--- src/rtl/sync_fifo.sv ---
// Single-clock byte FIFO: registered read data, flags from extended read/write pointers.
// Define FIFO_STATUS_EN to add count/overflow/underflow status outputs.
module sync_fifo #(
   parameter int DATA_WIDTH = 8,
   parameter int DEPTH      = 16,
   parameter int ADDR_WIDTH = 4
) (
   input  logic                  clk,
   input  logic                  rst,
   input  logic                  wr_en,
   input  logic                  rd_en,
   input  logic [DATA_WIDTH-1:0] data_in,
   output logic [DATA_WIDTH-1:0] data_out,
   output logic                  empty,
   output logic                  full
`ifdef FIFO_STATUS_EN
   ,
   output logic [ADDR_WIDTH:0]   count,
   output logic                  overflow,
   output logic                  underflow
`endif
);

   localparam logic [ADDR_WIDTH:0] PTR_ONE = {{ADDR_WIDTH{1'b0}}, 1'b1};

   // Handshake: a write is taken on a rising edge when wr_en & (~full | rd_en);
   // a read is taken when rd_en & ~empty, and data_out carries it after that edge.
   logic [ADDR_WIDTH:0]   wr_ptr_q, wr_ptr_d;
   logic [ADDR_WIDTH:0]   rd_ptr_q, rd_ptr_d;
   logic [DATA_WIDTH-1:0] data_out_q, data_out_d;
   logic [DATA_WIDTH-1:0] mem [DEPTH];
   logic [ADDR_WIDTH-1:0] wr_addr, rd_addr;
   logic                  wr_accept, rd_accept;

   always_comb begin
      wr_addr   = wr_ptr_q[ADDR_WIDTH-1:0];
      rd_addr   = rd_ptr_q[ADDR_WIDTH-1:0];
      empty     = (wr_ptr_q == rd_ptr_q);
      full      = (wr_addr == rd_addr) & (wr_ptr_q[ADDR_WIDTH] != rd_ptr_q[ADDR_WIDTH]);
      // When full, a concurrent read frees the slot the write lands in.
      wr_accept = wr_en & (~full | rd_en);
      rd_accept = rd_en & ~empty;
   end

   always_comb begin
      wr_ptr_d   = wr_ptr_q;
      rd_ptr_d   = rd_ptr_q;
      data_out_d = data_out_q;
      if (wr_accept) begin
         wr_ptr_d = wr_ptr_q + PTR_ONE;
      end
      if (rd_accept) begin
         rd_ptr_d   = rd_ptr_q + PTR_ONE;
         data_out_d = mem[rd_addr];
      end
   end

   always_ff @(posedge clk or negedge rst) begin
      if (!rst) begin
         wr_ptr_q   <= '0;
         rd_ptr_q   <= '0;
         data_out_q <= '0;
      end else begin
         wr_ptr_q   <= wr_ptr_d;
         rd_ptr_q   <= rd_ptr_d;
         data_out_q <= data_out_d;
      end
   end

   // Storage is deliberately left out of reset.
   always_ff @(posedge clk) begin
      if (wr_accept) begin
         mem[wr_addr] <= data_in;
      end
   end

   assign data_out = data_out_q;

`ifdef FIFO_STATUS_EN
   logic overflow_q, overflow_d;
   logic underflow_q, underflow_d;

   always_comb begin
      overflow_d  = wr_en & full & ~rd_en;
      underflow_d = rd_en & empty;
   end

   always_ff @(posedge clk or negedge rst) begin
      if (!rst) begin
         overflow_q  <= 1'b0;
         underflow_q <= 1'b0;
      end else begin
         overflow_q  <= overflow_d;
         underflow_q <= underflow_d;
      end
   end

   assign count     = wr_ptr_q - rd_ptr_q;
   assign overflow  = overflow_q;
   assign underflow = underflow_q;
`endif

endmodule

--- config.mk ---
export PLATFORM = sky130hd
export DESIGN_NAME = sync_fifo
export DESIGN_NICKNAME = d
export VERILOG_FILES = /design/src/rtl/sync_fifo.sv
export SDC_FILE = /design/constraint.sdc
export NUM_CORES = 1
export LEC_CHECK = 0
export BUFFER_PORTS_ARGS = -buffer_cell sky130_fd_sc_hd__buf_2
export CAP_MARGIN = 20
export CELL_PAD_IN_SITES_DETAIL_PLACEMENT = 1
export CELL_PAD_IN_SITES_GLOBAL_PLACEMENT = 2
export CORE_MARGIN = 2
export CORE_UTILIZATION = 48
export CTS_CLUSTER_DIAMETER = 150
export DETAILED_ROUTE_END_ITERATION = 8
export PLACE_DENSITY_LB_ADDON = 0.1
export REMOVE_ABC_BUFFERS = 1
export SLEW_MARGIN = 20
export SYNTH_ARGS = -nofsm -noshare
export SYNTH_HDL_FRONTEND = slang
export SYNTH_SLANG_ARGS = --single-unit
--- constraint.sdc ---
create_clock -name clk -period 3.2 [get_ports clk]
set_clock_uncertainty 0.05 [all_clocks]
set_input_delay 0.32 -clock clk [delete_from_list [all_inputs] [get_ports clk]]
set_output_delay 0.32 -clock clk [all_outputs]
set_load 0.005 [all_outputs]
==> results of run 1 <==
## final timing paths
path	from	to	cells after the start
setup reg to reg	wr_ptr_q[2]	mem[10][5]	4
min in group asynchronous	rst	data_out[2]	2
max in group asynchronous	rst	rd_ptr_q[0]	2
hold / removal	data_in[2]	mem[10][2]	1
setup / recovery	wr_ptr_q[2]	mem[10][5]	4
hold reg to reg	data_out[1]	data_out[1]	1
## sequential cells by signal (all words and copies together) (netlist names)
name      count
mem         128
data_out      8
rd_ptr_q      5
wr_ptr_q      5
## critical path: stages, from the launching register on
cell	delay, ps
dfrtp_1	490
xnor2_1	180
nand4_2	350
o311ai_2	190
nor2_1	770
## cells by family after synthesis
kind of cell | count (synthesis) | share of synthesized area (%)
mux | 42 | 14.4
simple gates | 37 | 2.90
xor+xnor | 14 | 2.22
flops | 146 | 73.1
fa+ha+maj | 5 | 1.07
buf+inv | 18 | 1.98
compound gates | 27 | 4.33
## routing by layer
metal  up-vias  GRT usage (%)
li1       1247              -
met1      1467           28.8
met2        48           34.3
met3        12           5.03
met4         0           8.94
met5         -              0
## metrics by stage
stage,cell area (sq um),total power [mW]
2_1_floorplan,5770,3.78
3_3_place_gp,6130,4.38
3_5_place_dp,6130,4.42
4_1_cts,6700,6.31
5_1_grt,6700,6.54
6_report,6700,6.21
## cells in the final DEF (no fill, tap or decap), drive strengths merged
cell         synthesis  layout
ha                   5       5
edfxtp             128     128
o31ai                2       2
nand2b               2       2
clkinvlp             0       8
clkinv               0       3
nand4                1       1
bufinv               0       1
mux2                10      10
nor3                 4       4
inv                  3       6
nor2                15      15
dfrtp               18      18
dlygate4sd3          0       1
buf                 14      29
xnor2               13      13
o21ai                1       1
nor2b                2       2
o2111ai              1       1
mux4                32      32
and2                 1       1
a22oi               16      16
and3                 2       2
clkbuf               1      17
nand2               10      10
o311ai               5       5
o211ai               2       2
xor2                 1       1
## layout make-up
class	count	area share [%]
flip-flops and latches	146	64.1
multi-input cells	125	21.8
clock buffers	17	6.35
repair buffers	30	2.80
well taps	147	2.74
clock inverters	15	2.04
inverters	3	0.168
## report_power, final
| group | total, mW | switching [mW] | internal [mW] |
|---|---|---|---|
| registers | 2.55 | 0.187 | 2.37 |
| clock network | 1.87 | 0.798 | 1.07 |
| logic | 1.79 | 0.981 | 0.810 |
==> results_dict.tcl, run 1 <==
set metrics [dict create \
    ant_nets 0 \
    netlist_top_cells_count "edfxtp_1 (128), mux4_2 (29), dfrtp_1 (18)" \
    firstDrtPassIters 4 \
    grt_start_max_net_pins 36 \
    cts_setup_buffers 0 \
    critPathKind "flop to flop" \
    die_w_um 115 \
    port_buffers 21 \
    fillCellCount 1036 \
    grt.total_usage_pct 21.5 \
    tightest_slew_ps 965 \
    ys_seq_area_share_pct 73.1 \
    maxCapViolCount 0 \
    setup_ws_ps 779 \
    top_layer_used "met4" \
    synth-seq-cells 146 \
    synth_top_area_share_pct 65.5 \
    nNetsFinal 340 \
    clk_latency_ps 420 \
    placed_cells 450 \
    via_per_inst 5.74 \
    cts_root_buf "clkbuf_16" \
    drc 0 \
    antenna_found_initial 0 \
    coreArea_sq_mm 0.0120 \
    ff_latch_area_sq_mm 0.00430 \
    dieArea_sq_mm 0.0131 \
    ir_drop_uv 497 \
    outcome "finished clean" \
    wire_per_inst_um 25.9 \
    grt_pass1_vias 2979 \
    synthFlopType "edfxtp_1" \
    synth_edf_count 128 \
    reg2reg_setup_slack_ps 780 \
    p_leak_nw 2.24 \
    fmax_ghz 0.413 \
    synth_most_common_cell "edfxtp_1" \
    route.met2.wl_um 6410 \
    async_reset_ff_share_pct 12.3 \
    cp.arrival_ps 2420 \
    grt_pass1_wl_um 19200 \
    min_period_ps 2420 \
    clockBufferDepth 2 \
    startpoint_type "flop" \
    slew_headroom_pct 35.5 \
    dp_hpwl_um 7740 \
    dp_slack_ps 804 \
    yosys_warnings 0 \
    met1Wirelength_um 5500 \
    power_density_mw_per_mm2 927 \
    synth_area_leaders "edfxtp_1 (65%), mux4_2 (11%), dfrtp_1 (7.7%)" \
    multi_input_area_sq_mm 0.00146 \
    timing_hold_violations_final 0 \
    cts_max_level 4 \
    cts_tree "yes" \
    setup_viol 0 \
    fp.dieH_um 115 \
    whs_ps 225 \
    fin_util_pct 56.0 \
    wl_met3_um 422 \
    cp.required_ps 3190 \
    initial_core_util_pct 49.1 \
    synth_top_area_cell "edfxtp_1" \
    fin_setup_tns_ps 0 \
    antenna_cells 0 \
    clk_pin_slew_worst_paths_ps 60 \
    vias 2774 \
    syn_area_sq_mm 0.00587 \
    endpoint_kind "flop" \
    path_max_fanout 13 \
    rsz0062_at_grt "no" \
    slew_violations 0 \
    drtIter0Drc 267 \
    drive_gt1_share_pct 31.8 \
    gp_congestion 0.768 \
    syn_area_per_cell_sq_um 20.3 \
    cts_num_sinks 146 \
    min_period_over_period_pct 75.7 \
    drt-total-wl_um 12500 \
    postCtsHoldBufs 1 \
    cts_resized 0 \
    synthDistinctLibCells 33 \
    layoutNonFillerInstCount 483 \
    synth_cells 289 \
    hold_path_class "primary input to flop" \
    cts_buffers 17 \
    syn2layout_area_growth_pct 14.1 \
    placementRows 40 \
    overflow 0 \
    pin_count 22 \
]
Power figures use the tool's default switching activity.
==> inputs of run 2 (changes only) <==
--- a/config.mk
+++ b/config.mk
@@ -10,7 +10,7 @@
 export CELL_PAD_IN_SITES_DETAIL_PLACEMENT = 1
 export CELL_PAD_IN_SITES_GLOBAL_PLACEMENT = 2
 export CORE_MARGIN = 2
-export CORE_UTILIZATION = 48
+export CORE_UTILIZATION = 43
 export CTS_CLUSTER_DIAMETER = 150
 export DETAILED_ROUTE_END_ITERATION = 8
 export PLACE_DENSITY_LB_ADDON = 0.1
==> constraint.sdc (replaced) <==
create_clock -name clk -period 2.2 [get_ports clk]
set_clock_uncertainty 0.05 [all_clocks]
set_input_delay 0.22 -clock clk [delete_from_list [all_inputs] [get_ports clk]]
set_output_delay 0.22 -clock clk [all_outputs]
set_load 0.005 [all_outputs]
==> results_dict.tcl, run 2 (synthesis results as in run 1) <==
set metrics [dict create \
    outcome "finished clean" \
    grt_start_max_net_pins 36 \
    slew_violations 0 \
    reg2reg_setup_slack_ps 180 \
    slew_headroom_pct 62.5 \
    endpoint_kind "flop" \
    hold_path_class "primary input to flop" \
    drtIter0Drc 178 \
    via_per_inst 5.47 \
    power_density_mw_per_mm2 1340 \
    fp.dieH_um 121 \
    crit_path_max_incr_delay_ps 540 \
    finalPower_mw 9.20 \
    grt_pass1_wl_um 19700 \
    p_leak_nw 2.36 \
    clk_pin_slew_worst_paths_ps 60 \
    wire_per_inst_um 24.6 \
    cts_tree "yes" \
    worstReg2RegStart "rd_ptr_q[0]" \
    overflow 0 \
    gp_congestion 0.703 \
    drive_gt1_share_pct 33.9 \
    ant_nets 0 \
    syn2layout_area_growth_pct 17.3 \
    placementRows 42 \
    crit_end "data_out[4]" \
    drc 0 \
    min_period_ps 2020 \
    crit-reg2reg-capture "data_out[4]" \
    crit_path_start "rd_ptr_q[0]" \
    initial_core_util_pct 44.2 \
    clockBufferDepth 2 \
    drt-total-wl_um 13100 \
    regMostFlops "mem" \
    path_max_fanout 16 \
    clk_latency_ps 420 \
    min_from "wr_en" \
    path_buf_inv 1 \
    rsz0062_at_grt "no" \
    nNetsFinal 361 \
    largest_reg_flops 128 \
    firstDrtPassIters 4 \
    critPathKind "flop to flop" \
    startpoint_type "flop" \
    whs_ps 125 \
    holdPathStages 3 \
    cts_buffers 17 \
    fmax_ghz 0.494 \
    grt.total_usage_pct 19.6 \
    critPathTopFamily "multiplexers" \
    port_buffers 21 \
    min_period_over_period_pct 92.0 \
    grt_pass1_vias 3113 \
    timing_hold_violations_final 0 \
    cp.depth 5 \
    cts_root_buf "clkbuf_16" \
    maxCapViolCount 0 \
    dpl_cell_area_sq_mm 0.00635 \
    dieArea_sq_mm 0.0146 \
    coreArea_sq_mm 0.0133 \
    reg2regPathDepth 5 \
    antenna_cells 0 \
    slowest_stage "mux4_2" \
    path_cells "buf_12, mux4_2, a22oi_1, nand2_1, mux2_2" \
    ir_drop_uv 684 \
    fillCellCount 1209 \
    cts_max_level 4 \
    cp.arrival_ps 2280 \
    die_w_um 121 \
    final_common_cell "edfxtp_1" \
    dp_hpwl_um 8270 \
    pin_count 22 \
    cts_num_sinks 146 \
    layout_common_cells "edfxtp_1 (128), mux4_2 (29), buf_4 (26)" \
    fin_util_pct 51.8 \
    fin_area_sq_mm 0.00689 \
    cts_resized 0 \
    vias 2916 \
    tightest_slew_ps 559 \
    antenna_found_initial 0 \
    cp.required_ps 2460 \
    setup_viol 0 \
]
[run 2: cell types whose count changed in the layout (fill, tap and decap cells not counted), sizes merged]
cell,previous run,this run
clkinv,3,10
buf,29,50
clkinvlp,8,1
inv,6,3
clkbuf,17,20
[run 2: stage by stage]
| stage | setup WS [ps] | std cells | setup TNS (ps) |
|---|---|---|---|
| 6_report | 175 | 533 | 0 |
| 3_5_place_dp | 168 | 500 | 0 |
| 4_1_cts | 150 | 533 | 0 |
| 2_1_floorplan | -981 | 274 | -111750 |
| 5_1_grt | 67.0 | 533 | 0 |
| 3_3_place_gp | 179 | 500 | 0 |
[run 2: power by group]
group,switching (mW),internal [mW]
sequential,0.214,3.44
combinational,1.55,1.39
clock,1.07,1.53
total,2.84,6.36
[run 2: what timing repair did]
action                                 4_1_cts  5_1_grt
hold buffers                                 1        0
endpoints found under the hold margin       18        0
buffers inserted                             0        0
[run 2: metal layers]
metal / up-vias / GRT usage (%) / routed length (um)
met5: - / 0 / 0
met4: 0 / 7.56 / 232
met3: 18 / 4.37 / 503
met2: 63 / 31.4 / 6520
met1: 1544 / 26.4 / 5870
li1: 1291 / - / -
[run 2: worst register-to-register path: stages, from the launching register on]
cell and delay [ps]:
dfrtp_2 450, buf_12 210, mux4_2 560, a22oi_1 300, nand2_1 90, mux2_2 260
[run 2: final cells by class]
| type | count | area [sq um] | share of cell area [%] |
|---|---|---|---|
| clock buffer | 20 | 437 | 6.34 |
| clock inverter | 12 | 92.6 | 1.34 |
| inverter | 3 | 11.3 | 0.163 |
| multi-input combinational | 125 | 1460 | 21.2 |
| sequential | 146 | 4300 | 62.4 |
| tap | 176 | 220 | 3.20 |
| timing repair buffer | 51 | 370 | 5.38 |
[run 2: worst min-delay path by stage]
stage          slack (ps)           to
4_1_cts               110  wr_ptr_q[3]
3_5_place_dp          170  rd_ptr_q[4]
2_1_floorplan        -130  data_out[0]
5_1_grt               140    mem[9][6]
6_report              130  wr_ptr_q[3]
3_3_place_gp          160  rd_ptr_q[4]
